### config.mk
export PLATFORM = sky130hd
export DESIGN_NAME = crp16_mmio_bridge
export DESIGN_NICKNAME = d
export VERILOG_FILES = /design/src/rtl/crp16_mmio_bridge.sv
export SDC_FILE = /design/constraint.sdc
export NUM_CORES = 1
export LEC_CHECK = 0
export ABC_AREA = 0
export CORE_UTILIZATION = 30
export DETAILED_ROUTE_END_ITERATION = 6
export HOLD_SLACK_MARGIN = 0.08
export PLACE_DENSITY = 0.62
export SLEW_MARGIN = 20
export SYNTH_ARGS = -nofsm -noshare
export SYNTH_HDL_FRONTEND = slang
export SYNTH_SLANG_ARGS = --single-unit
### constraint.sdc
create_clock -name clock -period 1.79 [get_ports clock]
set_input_delay 0.179 -clock clock [delete_from_list [all_inputs] [get_ports clock]]
set_output_delay 0.179 -clock clock [all_outputs]
set_load 0.05 [all_outputs]
### src/rtl/crp16_mmio_bridge.sv
// CRP16 data-port bridge: splits port B into RAM pass-through and an MMIO page
// (HEX, LEDR, SW, prescaled timer). Define CRP16_MMIO_IRQ_EN for TSTAT.IRQEN and irq.

module crp16_hex7 (
  input  logic [3:0] nib,
  output logic [6:0] seg
);
  always_comb begin
    seg = 7'b1111111;
    case (nib)
      4'h0: seg = 7'b1000000;
      4'h1: seg = 7'b1111001;
      4'h2: seg = 7'b0100100;
      4'h3: seg = 7'b0110000;
      4'h4: seg = 7'b0011001;
      4'h5: seg = 7'b0010010;
      4'h6: seg = 7'b0000010;
      4'h7: seg = 7'b1111000;
      4'h8: seg = 7'b0000000;
      4'h9: seg = 7'b0010000;
      4'hA: seg = 7'b0001000;
      4'hB: seg = 7'b0000011;
      4'hC: seg = 7'b1000110;
      4'hD: seg = 7'b0100001;
      4'hE: seg = 7'b0000110;
      4'hF: seg = 7'b0001110;
      default: seg = 7'b1111111;
    endcase
  end
endmodule

module crp16_mmio_bridge #(
  parameter logic [15:0] MMIO_BASE = 16'hFF00,
  parameter int          TIMER_DIV = 16,
  parameter int          LED_WIDTH = 10
) (
  input  logic                 clock,
  input  logic                 resetn,
  input  logic [15:0]          address_b,
  input  logic [15:0]          data_b,
  input  logic                 wren_b,
  output logic [15:0]          q_b,
  output logic [15:0]          ram_address_b,
  output logic [15:0]          ram_data_b,
  output logic                 ram_wren_b,
  input  logic [15:0]          ram_q_b,
  input  logic [LED_WIDTH-1:0] sw,
  output logic [LED_WIDTH-1:0] ledr,
  output logic [6:0]           hex0,
  output logic [6:0]           hex1,
  output logic [6:0]           hex2,
  output logic [6:0]           hex3
`ifdef CRP16_MMIO_IRQ_EN
  ,
  output logic                 irq
`endif
);
  localparam logic [15:0] DIV_LAST = 16'(TIMER_DIV - 1);

  logic                 mmio_sel, mmio_wr, tick, match_set;
  logic [3:0]           offset;
  logic [15:0]          wr, rdata, led_ext, sw_ext, tcnt_inc;
  logic [15:0]          hex_r, tcnt, tcmp, presc, mmio_rdata_q;
  logic [LED_WIDTH-1:0] sw_s1, sw_s2;
  logic                 match, en, sel_q;
  logic [3:0][6:0]      segs;
`ifdef CRP16_MMIO_IRQ_EN
  logic                 irqen;
`endif

  assign mmio_sel      = (address_b >= MMIO_BASE);
  assign mmio_wr       = wren_b & mmio_sel;
  assign offset        = address_b[3:0];
  assign ram_address_b = address_b;
  assign ram_data_b    = data_b;
  assign ram_wren_b    = wren_b & ~mmio_sel;
  assign q_b           = sel_q ? mmio_rdata_q : ram_q_b;

  always_comb begin
    wr = '0;
    if (mmio_wr) wr[offset] = 1'b1;
  end

  always_comb begin
    led_ext = '0;
    sw_ext  = '0;
    led_ext[LED_WIDTH-1:0] = ledr;
    sw_ext[LED_WIDTH-1:0]  = sw_s2;
  end

  always_comb begin
    rdata = '0;
    case (offset)
      4'h0: rdata = hex_r;
      4'h1: rdata = led_ext;
      4'h2: rdata = sw_ext;
      4'h3: rdata = tcnt;
      4'h4: rdata = tcmp;
      4'h5: begin
        rdata[0] = match;
        rdata[1] = en;
`ifdef CRP16_MMIO_IRQ_EN
        rdata[2] = irqen;
`endif
      end
      default: rdata = '0;
    endcase
  end

  // A CPU write to TCNT in a tick cycle overrides the increment and suppresses the match.
  assign tick      = en && (presc == DIV_LAST);
  assign tcnt_inc  = tcnt + 16'd1;
  assign match_set = tick && !wr[3] && (tcnt_inc == tcmp);

  always_ff @(posedge clock or negedge resetn) begin
    if (!resetn) begin
      presc <= '0;
      tcnt  <= '0;
      tcmp  <= '0;
      match <= 1'b0;
      en    <= 1'b0;
    end else begin
      presc <= (!en || tick) ? 16'd0 : presc + 16'd1;
      if (wr[3])     tcnt <= data_b;
      else if (tick) tcnt <= tcnt_inc;
      if (wr[4]) tcmp <= data_b;
      if (wr[5]) en <= data_b[1];
      // Set has priority over write-1-to-clear.
      match <= match_set | (match & ~(wr[5] & data_b[0]));
    end
  end

  always_ff @(posedge clock or negedge resetn) begin
    if (!resetn) begin
      hex_r        <= '0;
      ledr         <= '0;
      sw_s1        <= '0;
      sw_s2        <= '0;
      sel_q        <= 1'b0;
      mmio_rdata_q <= '0;
    end else begin
      if (wr[0]) hex_r <= data_b;
      if (wr[1]) ledr  <= data_b[LED_WIDTH-1:0];
      sw_s1        <= sw;
      sw_s2        <= sw_s1;
      sel_q        <= mmio_sel;
      mmio_rdata_q <= rdata;
    end
  end

`ifdef CRP16_MMIO_IRQ_EN
  always_ff @(posedge clock or negedge resetn) begin
    if (!resetn) begin
      irqen <= 1'b0;
      irq   <= 1'b0;
    end else begin
      if (wr[5]) irqen <= data_b[2];
      irq <= match & irqen;
    end
  end
`endif

  for (genvar k = 0; k < 4; k++) begin : g_hex
    crp16_hex7 u_hex (.nib(hex_r[4*k +: 4]), .seg(segs[k]));
  end

  assign hex0 = segs[0];
  assign hex1 = segs[1];
  assign hex2 = segs[2];
  assign hex3 = segs[3];
endmodule

## After elaboration in Yosys (flattened, before gate mapping)

Memory sizes are Yosys's and may differ from the RTL's.
Cells that the tools add are included.

| storage, ports and cells | value |
|---|---|
| output and inout bits | 87 |
| input port bits | 61 |
| logic and storage cells | 52 |
| bits in registers | 113 |
| memory bits (read-only) | 448 |
| memories | 4 |

| operators by class | value |
|---|---|
| magnitude comparators | 3 |
| reduce and logical (&&, ||, !) cells | 9 |
| mux-type cells | 9 |
| bitwise operators | 7 |
| add/sub/neg operators | 2 |
| equality and inequality tests | 7 |

Memory list:

| memory | words | width | read ports | clocked after Yosys merged registers in | write ports | RTL line | RTL |
|---|---|---|---|---|---|---|---|
| (name not given) | 16 | 7 | 1 | 0 | 0 | 10 | `case (nib)` |
| (name not given) | 16 | 7 | 1 | 0 | 0 | 10 |  |
| (name not given) | 16 | 7 | 1 | 0 | 0 | 10 |  |
| (name not given) | 16 | 7 | 1 | 0 | 0 | 10 |  |

Operator list:

| operator | count |
|---|---|
| $pmux 14 s5 | 1 |
| $mux 16 | 4 |
| $add 16x1->16 const B | 2 |
| $eq 16x16->1 | 1 |
| $eq 16x4->1 const B | 1 |
| $ge 16x16->1 const B | 1 |
| $pmux 2 s6 | 1 |
| $eq 4x2->1 const B | 2 |
| $eq 4x3->1 const B | 2 |
| $mux 6 | 1 |
| $lt 4x5->1 const B | 1 |
| $and 1x1->1 | 4 |
| $demux 1 s4 | 1 |
| $eq 4x1->1 const B | 1 |
| $ge 4x1->1 const B | 1 |
| $logic_and 1x1->1 | 4 |
| $logic_not 4->1 | 1 |
| $logic_not 1->1 | 2 |
| $not 1->1 | 2 |
| $reduce_bool 2->1 | 1 |
| $logic_or 1x1->1 | 1 |
| $mux 1 | 1 |
| $or 1x1->1 | 1 |

## Depth between registers and ports, before layout

| logic depth | value |
|---|---|
| word-level depth | 9 |
| depth in mapped cells | 8 |
| gate-level depth less buffers | 7 |

## By module

From an unflattened synthesis, not the netlist that was laid out.

| unflattened totals | value |
|---|---|
| cell total of the unflattened synthesis | 631 |
| area total of the unflattened synthesis | 6677.7 um^2 |

By module, submodules not included:

| module | times used | area each (um^2) | seq. area each (um^2) | cells each |
|---|---|---|---|---|
| crp16_mmio_bridge | 1 | 5577.8 | 2827.7 | 502 |
| crp16_hex7 (g_hex[0].u_hex ...) | 3 | 275.3 | 0.0 | 32 |
| crp16_hex7 (g_hex[1].u_hex) | 1 | 274.0 | 0.0 | 33 |

## Worst setup path after synthesis

Ideal clock, no wire load.

| timing | value |
|---|---|
| kind | register -> output |
| start | register hex_r[3] |
| end | output hex0[4] |
| path slack | -0.505 ns |
| data required time | 1.611 ns |
| cell stages (with the launch flop) | 6 |
| path buffers | 2 |
| arrival | 2.116 ns |
| cells stage by stage | dfrtp_1 > clkbuf_1 > clkbuf_1 > nand2_1 > o21a_1 > o21ai_0 |

| on the way | value |
|---|---|
| word-level cells in the longest chain between the ends | 1 |

RTL lines:

| what | RTL line | RTL |
|---|---|---|
| start: declaration | 63 | `logic [15:0] hex_r, tcnt, tcmp, presc, mmio_rdata_q;` |
| start signal: assignment | 142 | `if (wr[0]) hex_r <= data_b;` |
| $mem_v2 16x7 | n/a |  |
| end: declaration | 49 | `output logic [6:0] hex0,` |

No other way between the ends.

## Final worst setup path

| timing | value |
|---|---|
| start | register hex_r[0] |
| end | output hex0[3] |

Same word-level chain as after synthesis.

==> results.sh <==
export IMPL_hold_viol_final=0
export IMPL_dp_cells=1084
export IMPL_numPortBuffers=139
export IMPL_max_slew_margin_rel=0.4831
export IMPL_ys_seq_area_frac=0.4348
export IMPL_cts_tree="yes"
export IMPL_worstMarginPinSlew_ps=772.6
export IMPL_yosys_cell_types_count=50
export IMPL_dpl_hpwl_um=13400
export IMPL_drc=0
export IMPL_p_int_uw=5365
export IMPL_post_route_min_period_ps=2064
export IMPL_synth_cell_area_um2=6504
export IMPL_syn_inst=651
export IMPL_cp_end_kind="output port"
export IMPL_grt_pass1_wl_um=29620
export IMPL_rsz0062_at_grt="true"
export IMPL_p_comb_frac=0.118
export IMPL_root_buffer="clkbuf_16"
export IMPL_max_freq_mhz=484.4
export IMPL_n_antenna_cell=0
export IMPL_synth_edf_count=0
export IMPL_critPathLaunchType="flip-flop"
export IMPL_wl_um=18910
export IMPL_skew_ps=6.549
export IMPL_yosys_area_top_type="dfrtp_1"
export IMPL_drive_gt1_frac=0.4845
export IMPL_grt_ovfl_total=0
export IMPL_async_flop_share=1.000
export IMPL_crit_arrival_ps=1890
export IMPL_gp_congestion=0.8604
export IMPL_ys_seq_elements=113
export IMPL_drtAntennaViolNets=0
export IMPL_switching_power_uw=1757
export IMPL_antenna_found_initial=0
export IMPL_power_density_nw_per_um2=667.5
export IMPL_die_y_um=149.2
export IMPL_yosys_top_cells_count="113 x dfrtp_1, 61 x nor2_1, 58 x nand2_1"
export IMPL_clock_latency_ps=420
export IMPL_worstPathRequired_ps=1610
export IMPL_die_w_um=149.2
export IMPL_seqPwrFrac=0.370
export IMPL_num_rows=53
export IMPL_setup_slack_ps=-274.5
export IMPL_finalMaxSlewViolations=0
export IMPL_area_growth_syn_to_layout_pct=64.04
export IMPL_h_tree_depth=4
export IMPL_synth_most_common_cell="dfrtp_1"
export IMPL_worst_setup_path_type="reg -> out"
export IMPL_violations="setup timing"
export IMPL_wl_per_cell_um=16.47
export IMPL_clkTransAtPathRegs_ps=60
export IMPL_crit_fanout=4
export IMPL_hold_class="in -> reg"
export IMPL_initial_core_util=0.3074
export IMPL_ys_warn_count=0
export IMPL_place_area_um2=8951
export IMPL_fin_crit_sh=1.153
export IMPL_avgSynthCellArea_um2=9.990
export IMPL_ys_top_cells_by_area="dfrtp_1 43%, mux2_2 9.2%, ha_1 5.0%"
export IMPL_synth_top_area_frac=0.4348
export IMPL_finalNetCount=947
export IMPL_grt_util_all_layers=0.1730
export IMPL_status="complete, but fails checks"
export IMPL_grt_max_degree=114
export IMPL_synth_fp_nets=738
export IMPL_num_vias=5727
export IMPL_design_die_area_um2=22270
export IMPL_irDropWorstVdd_mv=0.5677
export IMPL_cts_buffers=17
export IMPL_viasPerCell=4.989
export IMPL_first_pass_iters=7
export IMPL_drt_iter0_markers=395
export IMPL_synthFlopType="dfrtp_1"
export IMPL_p_clk_frac=0.512
export IMPL_final_cell_area_um2=10670
export IMPL_pin_count=148
export IMPL_cts_sink_count=113
export IMPL_core_region_area_um2=21150
export IMPL_clock_path_buffers=2
export IMPL_total_leakage_power_uw=0.004740
export IMPL_maxCapViolCount=0
export IMPL_swShare=0.2466
export IMPL_setup_viol_count_final=37
export IMPL_grt_pass1_vias=5613
export IMPL_final_instance_count_excl_fill=1148
-- per-layer routing --
| metal | routed length (µm) | vias up | track usage |
|---|---|---|---|
| met5 | 0 | - | 0 |
| met4 | 345 | 0 | 0.06173 |
| met3 | 1070 | 30 | 0.03914 |
| met2 | 8982 | 193 | 0.2716 |
| met1 | 8511 | 2810 | 0.2324 |
| li1 | - | 2694 | - |
-- final cells by class --
class | count | area [µm²]
fillers | 1808 | 10490
multi-input cells | 450 | 3919
flip-flops and latches | 113 | 2844
repair buffers | 260 | 2821
clock buffers | 18 | 439.2
well taps | 275 | 344.1
clock inverters | 14 | 206.4
inverters | 18 | 95.09
-- path summary, 6_finish.rpt --
path	start	end	slack, ps	cells after the start
worst min register to register	sw_s1[2]	sw_s2[2]	340	0
worst max-delay path	hex_r[0]	hex0[3]	-270	5
min in group asynchronous	resetn	tcnt[10]	310	3
worst max register to register	presc[4]	tcnt[13]	-220	7
worst min-delay path	sw[4]	sw_s1[4]	200	1
max in group asynchronous	resetn	hex_r[14]	850	3
-- kinds of logic (layout without fill, tap and decap cells) --
| family | after synthesis | in the layout | synth area share |
|---|---|---|---|
| AOI/OAI and AO/OA | 108 | 108 | 0.1106 |
| adders and majority gates | 26 | 26 | 0.05002 |
| DFF | 113 | 113 | 0.4348 |
| xor gates and xnor gates | 49 | 49 | 0.06599 |
| muxes | 63 | 63 | 0.1110 |
| and+or+nand+nor | 204 | 204 | 0.1551 |
| buffers and inverters | 88 | 310 | 0.07253 |
-- per-stage QoR --
step	total power [µW]	utilization	hold slack, ps	TNS (ps)	worst slack, ps
after CTS	7175	0.4876	183.2	-3634	-282.4
final	7122	0.5043	200.9	-4103	-274.5
after detailed placement	3487	0.4231	324.7	-8882	-220.6
after global placement	3485	0.4231	319.7	-7149	-185.7
after global routing	7383	0.5043	184.5	-6867	-324.1
after floorplan	3072	-	-116.6	-346.4	-150.3
-- flip-flops by register name, summed over array words and instances, names as in the netlist --
name	flops
ledr	10
en	1
sw_s1	10
mmio_rdata_q	16
sw_s2	10
tcmp	16
match	1
hex_r	16
presc	16
sel_q	1
tcnt	16
-- power by group through the flow --
stage          Combinational, µW  Clock (µW)  Sequential, µW
2_1_floorplan                409           0            2660
3_3_place_gp                 805           0            2680
3_5_place_dp                 809           0            2680
4_1_cts                      837        3700            2630
5_1_grt                      891        3850            2640
6_report                     839        3650            2640
-- what timing repair did --
action	4_1_cts	5_1_grt
endpoints found under the hold margin	113	0
setup buffers	24	9
pin swaps	50	28
hold buffers	1	0
resized for setup	139	69
setup endpoints to repair	43	59
-- worst max-delay path, stage by stage, from the launching register on --
cell	delay (ps)
dfrtp_2	450
buf_6	130
ha_4	150
buf_6	110
mux4_2	460
buf_8	170
-- placed cells by master, fill, tap and decap left out, types with 5 or more instances in the layout --
master           count
a21oi_1             16
a21oi_2              9
a222oi_1            14
a22oi_1             15
and3_1              11
buf_12              50
buf_4              128
buf_6               21
clkbuf_16           17
clkdlybuf4s50_1     55
clkinv_4             8
dfrtp_1            102
dfrtp_2             10
ha_4                20
inv_1                8
inv_4                5
mux2_2              51
mux2i_1              8
nand2_1             40
nand2_2              9
nand2_4              9
nand3_1             11
nand4_1             13
nor2_1              55
nor2_4               6
o21ai_0             12
o21ai_2             17
xnor2_1             25
xor2_1              20
(Power assumes the default switching activity.)
==> edit, RTL diff (config.mk and constraints unchanged) <==
The option `CRP16_MMIO_IRQ_EN` is turned on by a define.
--- a/src/rtl/crp16_mmio_bridge.sv
+++ b/src/rtl/crp16_mmio_bridge.sv
@@ -1,4 +1,6 @@
 // CRP16 data-port bridge: splits port B into RAM pass-through and an MMIO page
 // (HEX, LEDR, SW, prescaled timer). Define CRP16_MMIO_IRQ_EN for TSTAT.IRQEN and irq.
+
+`define CRP16_MMIO_IRQ_EN
 
 module crp16_hex7 (
Check against the original RTL (old outputs only; new: irq): not equivalent (a bounded check fails within 4 cycles, from zero or initial values and one cycle with resetn low).
==> edit against the original RTL <==
  * Critical path type is now flip-flop to flip-flop
  * Setup slack got worse by 0.0064 ns
  * Largest power group unchanged
  * Global-route usage decreased by 0.43 points
  * Cell count increased by 0.26%
  * Non-clock buffer count increased by 9
  * Area after synthesis increased by 1.3%
  * Final area increased by 0.95%
  * Highest routed layer unchanged
  * Wire length decreased by 0.19%
  * Sequential cell count increased by 2
  * The flow still finishes with violations (negative setup slack)
  * Total power decreased by 3.9%
==> edit: results (changes against the original RTL) <==
metric;value;unit;change
startpoint;presc[9]$_DFF_PN0_;;
setup_slack;-0.2809;ns;-0.006442 ns
critPathMaxStageDelay;0.53;ns;+0.07 ns
final_cells;1151;;+0.26%
grt_use_met1;0.2230;;-0.009393
slowest_stage;or4_4;;
placed_cells;1077;;-0.65%
setup_viol;42;;+14%
ys_seq_area_frac;0.4368;;+0.002064
whs;0.2011;ns;+0.0002350 ns
postCtsSetupBuffers;27;;+13%
ir_drop;0.5641;mV;-0.64%
status;finished with violations;;
drtPass1Iterations;6;;-1
dr.first_iter.drc_count;377;;-4.6%
place_congestion;0.8388;;-2.5%
hold_start;sw[6];;
syn_nets;731;;-0.95%
avgSynthCellArea;10.23;µm²;+2.4%
pre_cts_ws;-0.3353;ns;-0.1147 ns
grt_use_met2;0.2745;;+0.002909
violations;negative setup slack;;
drive_above_1_share;0.4932;;+0.008615
timing.rr.end;tcnt[12]$_DFFE_PN0P_;;
post_dp_cell_area;9100;µm²;+1.7%
grt_usage;0.1686;;-0.004328
p_leak;4.769;nW;+0.61%
grt_first_pass_wirelength;29260;µm;-1.2%
crit_family;simple AND/OR/NAND/NOR gates;;
routedWlPerCell;16.40;µm;-0.45%
r2r_cells;6;;-1
routed_via_density;4.839;;-3.0%
p_sw;1.693;mW;-3.6%
fin_skew;0.005110;ns;-0.001440 ns
critPathKind;flip-flop to flip-flop;;
## edit: cell count changes in the layout (fill, tap and decap cells not counted), sizes merged, moves of 5 or more
| cell | change |
|---|---|
| mux2 | +5 |
| a22oi | -5 |
| buf | +8 |
| o21ai | -5 |
## edit: final cells by class
type                            count  share of cell area
Sequential cell                   115              0.2687
Clock buffer                       19             0.04205
Tap cell                          275             0.03195
Multi-Input combinational cell    442              0.3633
Timing Repair Buffer              269              0.2730
Clock inverter                     13             0.01243
Inverter                           18            0.008597
## edit: cell families after synthesis
group / count (synthesis) / share of synthesized area
adder cells (fa/ha/maj): 26 / 0.04938
AND/OR/NAND/NOR: 193 / 0.1442
buffers and inverters: 87 / 0.07540
XOR/XNOR: 53 / 0.07046
flip-flops: 115 / 0.4368
multiplexers: 71 / 0.1227
AO/OA/AOI/OAI: 99 / 0.1010
